<file path="src/rtl/tl_channel_buffer.sv">
// TileLink A/D channel buffer: one independent FIFO lane per direction.
// A lane with depth 0 is a plain wire-through with no state.

module tl_fifo_lane #(
    parameter int W     = 8,
    parameter int DEPTH = 2,
    parameter int CNT_W = 2
) (
    input  logic             clock,
    input  logic             reset,
    input  logic             in_valid,
    output logic             in_ready,
    input  logic [W-1:0]     in_bits,
    output logic             out_valid,
    input  logic             out_ready,
    output logic [W-1:0]     out_bits,
    output logic [CNT_W-1:0] count
);
    generate
        if (DEPTH == 0) begin : g_wire
            assign out_valid = in_valid;
            assign out_bits  = in_bits;
            assign in_ready  = out_ready;
            assign count     = '0;
        end else begin : g_fifo
            localparam int PTR_W = (DEPTH > 1) ? $clog2(DEPTH) : 1;

            logic [W-1:0]     mem [DEPTH];
            logic [PTR_W-1:0] head;
            logic [PTR_W-1:0] tail;
            logic [CNT_W-1:0] cnt;
            logic             full;
            logic             empty;
            logic             enq;
            logic             deq;

            // Explicit wrap so non-power-of-two depths stay in range.
            function automatic logic [PTR_W-1:0] wrap_inc(input logic [PTR_W-1:0] p);
                return (p == PTR_W'(DEPTH - 1)) ? '0 : p + 1'b1;
            endfunction

            assign full      = (cnt == CNT_W'(DEPTH));
            assign empty     = (cnt == '0);
            // Both handshakes depend only on registered state and reset.
            assign in_ready  = !full && !reset;
            assign out_valid = !empty && !reset;
            assign enq       = in_valid && in_ready;
            assign deq       = out_valid && out_ready;
            assign out_bits  = mem[head];
            assign count     = reset ? '0 : cnt;

            always_ff @(posedge clock) begin
                if (reset) begin
                    head <= '0;
                    tail <= '0;
                    cnt  <= '0;
                end else begin
                    if (enq) tail <= wrap_inc(tail);
                    if (deq) head <= wrap_inc(head);
                    case ({enq, deq})
                        2'b10:   cnt <= cnt + 1'b1;
                        2'b01:   cnt <= cnt - 1'b1;
                        default: cnt <= cnt;
                    endcase
                end
            end

            // Payload storage carries no reset.
            always_ff @(posedge clock) begin
                if (enq) mem[tail] <= in_bits;
            end
        end
    endgenerate
endmodule

module tl_channel_buffer #(
    parameter int ADDR_W  = 32,
    parameter int DATA_W  = 64,
    parameter int SRC_W   = 9,
    parameter int SIZE_W  = 3,
    parameter int A_DEPTH = 2,
    parameter int D_DEPTH = 2,
    parameter int MASK_W  = DATA_W / 8,
    parameter int A_CNT_W = (A_DEPTH == 0) ? 1 : $clog2(A_DEPTH + 1),
    parameter int D_CNT_W = (D_DEPTH == 0) ? 1 : $clog2(D_DEPTH + 1)
) (
    input  logic               clock,
    input  logic               reset,
    input  logic               a_in_valid,
    output logic               a_in_ready,
    input  logic [2:0]         a_in_opcode,
    input  logic [2:0]         a_in_param,
    input  logic [SIZE_W-1:0]  a_in_size,
    input  logic [SRC_W-1:0]   a_in_source,
    input  logic [ADDR_W-1:0]  a_in_address,
    input  logic [MASK_W-1:0]  a_in_mask,
    input  logic [DATA_W-1:0]  a_in_data,
    output logic               a_out_valid,
    input  logic               a_out_ready,
    output logic [2:0]         a_out_opcode,
    output logic [2:0]         a_out_param,
    output logic [SIZE_W-1:0]  a_out_size,
    output logic [SRC_W-1:0]   a_out_source,
    output logic [ADDR_W-1:0]  a_out_address,
    output logic [MASK_W-1:0]  a_out_mask,
    output logic [DATA_W-1:0]  a_out_data,
    input  logic               d_in_valid,
    output logic               d_in_ready,
    input  logic [2:0]         d_in_opcode,
    input  logic [1:0]         d_in_param,
    input  logic [SIZE_W-1:0]  d_in_size,
    input  logic [SRC_W-1:0]   d_in_source,
    input  logic               d_in_denied,
    input  logic               d_in_corrupt,
    input  logic [DATA_W-1:0]  d_in_data,
    output logic               d_out_valid,
    input  logic               d_out_ready,
    output logic [2:0]         d_out_opcode,
    output logic [1:0]         d_out_param,
    output logic [SIZE_W-1:0]  d_out_size,
    output logic [SRC_W-1:0]   d_out_source,
    output logic               d_out_denied,
    output logic               d_out_corrupt,
    output logic [DATA_W-1:0]  d_out_data,
    output logic [A_CNT_W-1:0] a_count,
    output logic [D_CNT_W-1:0] d_count,
    output logic               idle
);
    localparam int A_W = 3 + 3 + SIZE_W + SRC_W + ADDR_W + MASK_W + DATA_W;
    localparam int D_W = 3 + 2 + SIZE_W + SRC_W + 1 + 1 + DATA_W;

    logic [A_W-1:0] a_in_bits;
    logic [A_W-1:0] a_out_bits;
    logic [D_W-1:0] d_in_bits;
    logic [D_W-1:0] d_out_bits;

    assign a_in_bits = {a_in_opcode, a_in_param, a_in_size, a_in_source,
                        a_in_address, a_in_mask, a_in_data};
    assign {a_out_opcode, a_out_param, a_out_size, a_out_source,
            a_out_address, a_out_mask, a_out_data} = a_out_bits;

    assign d_in_bits = {d_in_opcode, d_in_param, d_in_size, d_in_source,
                        d_in_denied, d_in_corrupt, d_in_data};
    assign {d_out_opcode, d_out_param, d_out_size, d_out_source,
            d_out_denied, d_out_corrupt, d_out_data} = d_out_bits;

    tl_fifo_lane #(.W(A_W), .DEPTH(A_DEPTH), .CNT_W(A_CNT_W)) u_a_lane (
        .clock     (clock),
        .reset     (reset),
        .in_valid  (a_in_valid),
        .in_ready  (a_in_ready),
        .in_bits   (a_in_bits),
        .out_valid (a_out_valid),
        .out_ready (a_out_ready),
        .out_bits  (a_out_bits),
        .count     (a_count)
    );

    tl_fifo_lane #(.W(D_W), .DEPTH(D_DEPTH), .CNT_W(D_CNT_W)) u_d_lane (
        .clock     (clock),
        .reset     (reset),
        .in_valid  (d_in_valid),
        .in_ready  (d_in_ready),
        .in_bits   (d_in_bits),
        .out_valid (d_out_valid),
        .out_ready (d_out_ready),
        .out_bits  (d_out_bits),
        .count     (d_count)
    );

    // A wire-through lane reports a constant zero count, so it reads as empty.
    assign idle = (a_count == '0) && (d_count == '0);
endmodule

</file>
<file path="config.mk">
export PLATFORM = sky130hd
export DESIGN_NAME = tl_channel_buffer
export DESIGN_NICKNAME = d
export VERILOG_FILES = /design/src/rtl/tl_channel_buffer.sv
export SDC_FILE = /design/constraint.sdc
export NUM_CORES = 1
export LEC_CHECK = 0
export ABC_CLOCK_PERIOD_IN_PS = 6750
export BUFFER_PORTS_ARGS = -buffer_cell sky130_fd_sc_hd__buf_4
export CAP_MARGIN = 20
export CORE_MARGIN = 1.5
export CORE_UTILIZATION = 47
export DETAILED_ROUTE_END_ITERATION = 8
export GPL_TIMING_DRIVEN = 0
export PLACE_DENSITY_LB_ADDON = 0.12
export RECOVER_POWER = 50
export SYNTH_ARGS = -nofsm -noshare
export SYNTH_HDL_FRONTEND = slang
export SYNTH_SLANG_ARGS = --single-unit
</file>
<file path="constraint.sdc">
create_clock -name clock -period 6.75 [get_ports clock]
set_clock_uncertainty 0.05 [all_clocks]
set_input_delay 0.3375 -clock clock [delete_from_list [all_inputs] [get_ports clock]]
set_output_delay 0.3375 -clock clock [all_outputs]
set_load 0.05 [all_outputs]
</file>
======== Word level (Yosys, flattened, before mapping) ========
Memory sizes are Yosys's and may differ from the RTL's. A register that Yosys moved wholly into a read port is not among the register bits.
Cells that the tools add are included.
word-level totals
  register bits after elaboration ......... 8
  latch bits .............................. 0
  RAM bits ................................ 410
  ROM bits ................................ 0
  input port bits ......................... 211
  output and inout port bits .............. 214
  word-level logic and storage cells ...... 58
  memories kept ........................... 2
operators by class
  $add $sub $neg .......................... 8
  multiply operators ...................... 0
  divide/modulo/power cells ............... 0
  magnitude comparators ................... 0
  equality and inequality tests ........... 6
  shift operators ......................... 0
  multiplexer cells ....................... 16
  bitwise operators ....................... 0
  reduce and logical (&&, ||, !) cells .... 20
memories
  name                 depth  width  rd ports  clocked after Yosys merged registers in  write ports  RTL line  source
  u_a_lane.g_fifo.mem  2      122    1         1                                        1            28        logic [W-1:0] mem [DEPTH];
  u_d_lane.g_fifo.mem  2      83     1         1                                        1            28
operator list
  operator               number
  $mux W1                12
  $logic_and A1 B1 Y1    9
  $eq A2 B2 Y1 const B   4
  $logic_not A2 Y1       4
  $pmux W2 S2            2
  $logic_not A1 Y1       5
  $add A1 B1 Y1 const B  4
  $add A2 B1 Y2 const B  2
  $eq A2 B1 Y1 const B   2
  $mux W2                2
  $reduce_bool A2 Y1     2
  $sub A2 B1 Y2 const B  2

======== Longest topological paths before layout ========
  depth in word-level cells ............... 6
  gate-level depth with buffers ........... 7
  depth with buffers taken out ............ 7

======== Cells and area by module ========
Synthesis repeated with hierarchy kept, for this count alone.
unflattened totals
  cells, all modules ...................... 701
  area total of the unflattened synthesis .. 15263.4 um2
modules (own cells, without submodules)
  module                   instances  cells an instance  area each (um2)
  tl_fifo_lane (u_a_lane)  1          411                9038.7
  tl_fifo_lane (u_d_lane)  1          289                6212.2
  tl_channel_buffer        1          1                  12.5

======== Least setup slack after synthesis ========
No wires, ideal clock.
  path kind ............................... input to register
  from .................................... input reset
  to ...................................... memory u_a_lane.g_fifo.mem[0][0] (netlist bit) (enable)
  setup time .............................. 0.604 ns
  arrival ................................. 5.963 ns
  setup slack ............................. 0.133 ns
  stages .................................. 3
  buffers on the path ..................... 1
  path through ............................ buf_2 or3_1 nor2_1
between the ends
  longest elaborated chain between the ends .. 5
ends and longest elaborated chain
  what                           RTL line  source
  start, declared                88        input logic reset,
  $logic_not A1 Y1               45        assign in_ready = !full && !reset;
  $logic_and A1 B1 Y1            45
  $logic_and A1 B1 Y1            47        assign enq = in_valid && in_ready;
  $mux W1                        70        if (enq) mem[tail] <= in_bits;
  $mux W1 (implied by the code)  70
  end, declared                  28
Every way passes these cells.

======== Final worst setup path ========
  from .................................... register u_d_lane.g_fifo.cnt[0]
  to ...................................... memory u_d_lane.g_fifo.mem[0][81] (netlist bit) (enable)
between the ends
  longest elaborated chain between the ends .. 6
ends and longest elaborated chain
  what                           RTL line  source
  start, declared                31        logic [CNT_W-1:0] cnt;
  start signal, assigned         61        2'b10: cnt <= cnt + 1'b1;
  start signal, assigned         62        2'b01: cnt <= cnt - 1'b1;
  start signal, assigned         63        default: cnt <= cnt;
  $eq A2 B2 Y1                   42        assign full = (cnt == CNT_W'(DEPTH));
  $logic_not A1 Y1               45
  $logic_and A1 B1 Y1            45
  $logic_and A1 B1 Y1            47
  $mux W1                        70
  $mux W1 (implied by the code)  70
  end, declared                  28
Every way passes these cells.

==> run summary <==
Routed length per instance -> 18.9 um
Post-CTS Hold Fix Bufs -> 205
Yosys reg bits -> 420
Fin cells -> 1821
Netlist Area Pre-Place -> 15300 um2
Initial DRC count -> 404
Overall power -> 6.79 mW
Clock Sinks -> 420
WL final -> 34.3 mm
Gpl congestion -> 0.746
Pwr/cell area -> 302 nW/um2
EDFF count, synth -> 410
Post-Layout Inst Area -> 22500 um2
RSZ-0062 raised after global routing -> false
Critical Path RT -> 6.93 ns
PnR worst setup slack -> 2.88 ns
Fmax achieved -> 258 MHz
Sw power -> 1.86 mW
Worst hold path type -> in -> reg
CTS resizes -> 0
Final Net Count -> 1599
Kind of critical path -> reg -> reg
Fillers -> 2079
MaxCap Viol Count -> 3
Period minus WS final -> 3.87 ns
Initial core utilization -> 48.1%
Initial antenna violation count -> 1
Detail Placement HPWL -> 22.6 mm
CTS Root Cell -> clkbuf_16
Total placed cells including tap cells -> 1537
Grt total ovfl -> 0
Post-route ant nets -> 0
Pin count of the biggest net entering global routing -> 54
Chip width -> 183 um
Status -> finished with violations
Clock buffer depth -> 3
Minimum hold slack -> 0.0274 ns
CTS tree -> done
Slew Viols, Final -> 95
First-pass GRT wire length -> 51.9 mm
R2R depth -> 6
Total setup buffers inserted after CTS -> 0
HP Start -> reset
Worst Path Arrival -> 4.05 ns
Crit path launch type -> flip-flop
Worst path cell trace -> nor2b_1, or3_1, nor2_1, clkbuf_1, buf_12, buf_16
CP Capture Type -> flip-flop
Most used DFF post-synth -> edfxtp_1
Row count -> 65
Final Setup Violations -> 0
Area growth syn-to-layout -> 47.5%
Gr usage total -> 20.3%
Max stage delay cell, worst path -> clkbuf_1
Worst slew pin tran -> 2.15 ns
Area of the die -> 33600 um2
Post-DR vias/cell -> 4.87
Dpl ws -> 3.86 ns
Port-buffer cells -> 424
Maximum vdd drop -> 250 uV
CP Max Fanout -> 26
Placed Area -> 19200 um2
Vias in the first global route -> 9600
WHS Path Cells -> 3
Ports -> 425
Syn nets -> 914
Die Ht -> 183 um
Clock power frac -> 34.6%
Sequential share of power -> 44.5%
FF-to-FF Start -> u_d_lane.g_fifo.cnt[0]
Diodes inserted -> 0
Slowest stage delay, CP -> 1.21 ns
Number of CTS-inserted buffers -> 44
Share of cells above drive strength 1 -> 48.8%
R2R Path End -> u_d_lane.g_fifo.mem[0][81]
Switch share -> 27.3%
Count of different cell masters after synthesis -> 20
Failing checks -> capacitance limit, slew limit
Flop2flop setup slack -> 2.88 ns
Worst skew pair latency -> 0.53 ns
Total number of vias -> 8866
# DRC -> 0
Fin crit share -> 57.4%
Final Hold Viols -> 0
Internal -> 4.93 mW
Lkg Pwr -> 8.38 nW
Comb power frac -> 20.9%
Clock transition at the registers of the reported paths -> 0.06 ns
DR pass1 iterations -> 4
# H-tree levels -> 2
Syn Inst Count -> 701
CORE AREA -> 31700 um2
Synth Warn # -> 0
Worst rel slew slack -> -43.6%
Mapped Avg Cell Area -> 21.8 um2
Register area share after synthesis -> 82.0%
Asr flop ratio synth -> 0%
Hold EP -> u_d_lane.g_fifo.cnt[1]
## kinds of logic after synthesis
family / count (synthesis) / share of synthesized area (%)
multiplexers: 205 / 15.1
AO/OA/AOI/OAI: 9 / 0.312
AND/OR/NAND/NOR: 32 / 1.07
adder cells (fa/ha/maj): 2 / 0.164
flip-flops: 420 / 82.0
XOR/XNOR: 6 / 0.344
buffers and inverters: 27 / 0.992
## cell usage after synthesis, types with 4 or more instances
master	number	area, um2
dfxtp_1	10	200
edfxtp_1	410	12300
o21ai_0	6	30.0
nor2_1	14	52.6
or3_1	4	25.0
buf_4	8	60.1
nor2b_1	6	37.5
buf_2	16	80.1
xor2_1	4	35.0
mux2_2	205	2310
## critical path, delay by kind of cell (launching register included)
family	cells	cell delay (ns)
buffers and inverters	3	1.71
flip-flops	1	0.45
AND/OR/NAND/NOR	3	1.33
## power groups by stage
stage,logic (mW),registers [mW],clock network (mW)
after floorplan,0.889,3.08,0
after global placement,1.32,3.10,0
after detailed placement,1.35,3.07,0
after CTS,1.45,3.02,2.40
after global routing,1.49,3.03,2.51
final,1.42,3.02,2.35
## placed cells by master (no fill, tap or decap), types with 9 or more instances in the layout
master         instances
clkbuf_1              42
clkinv_1               9
clkbuf_4             181
buf_2                 16
dfxtp_1               10
clkbuf_16             45
clkinv_2              10
edfxtp_1             410
dlygate4sd3_1        205
mux2_2               205
buf_4                219
nor2_1                13
## registers in the layout, summed over array words and instances (netlist names), named ones only
register,cells
u_a_lane.g_fifo.head,1
u_a_lane.g_fifo.tail,1
u_d_lane.g_fifo.head,1
u_a_lane.g_fifo.cnt,2
u_d_lane.g_fifo.cnt,2
u_d_lane.g_fifo.tail,1
u_d_lane.g_fifo.mem,166
u_a_lane.g_fifo.mem,244
## worst max-delay path by stage
stage | startpoint | end | slack [ns] | cells past startpoint
after floorplan | reset | u_a_lane.g_fifo.mem[0][0] | 0.13 | 3
final | u_d_lane.g_fifo.cnt[0] | u_d_lane.g_fifo.mem[0][81] | 2.88 | 6
after CTS | u_a_lane.g_fifo.cnt[0] | u_a_lane.g_fifo.mem[0][50] | 3.98 | 6
after global placement | reset | u_a_lane.g_fifo.mem[0][49] | -3.33 | 4
after detailed placement | reset | u_a_lane.g_fifo.mem[0][49] | 3.86 | 7
after global routing | u_d_lane.g_fifo.cnt[0] | u_d_lane.g_fifo.mem[0][81] | 2.54 | 6
## cell type report
class                           count  area, um2  area share, %
Tap cell                          402        503           2.23
Multi-Input combinational cell    254       2600           11.6
Buffer                             25        144          0.639
Clock inverter                     26        250           1.11
Clock buffer                       53       1160           5.14
Sequential cell                   420      12500           55.6
Timing Repair Buffer              639       5340           23.7
Inverter                            2       7.51         0.0333
## metrics by stage
| step | utilization [%] | TNS, ns |
|---|---|---|
| 2_1_floorplan | - | 0 |
| 3_3_place_gp | 59.7 | -451.36 |
| 3_5_place_dp | 60.6 | 0 |
| 4_1_cts | 71.5 | 0 |
| 5_1_grt | 71.0 | 0 |
| 6_report | 71.0 | 0 |
## per-layer routing
layer	GRT usage (%)	up-vias	part of all wire (%)
met5	0	-	0.038
met4	8.33	2	3.8
met3	5.64	77	7.2
met2	35.7	315	51
met1	23.5	4310	38
li1	-	4162	-
(Power assumes the default switching activity.)
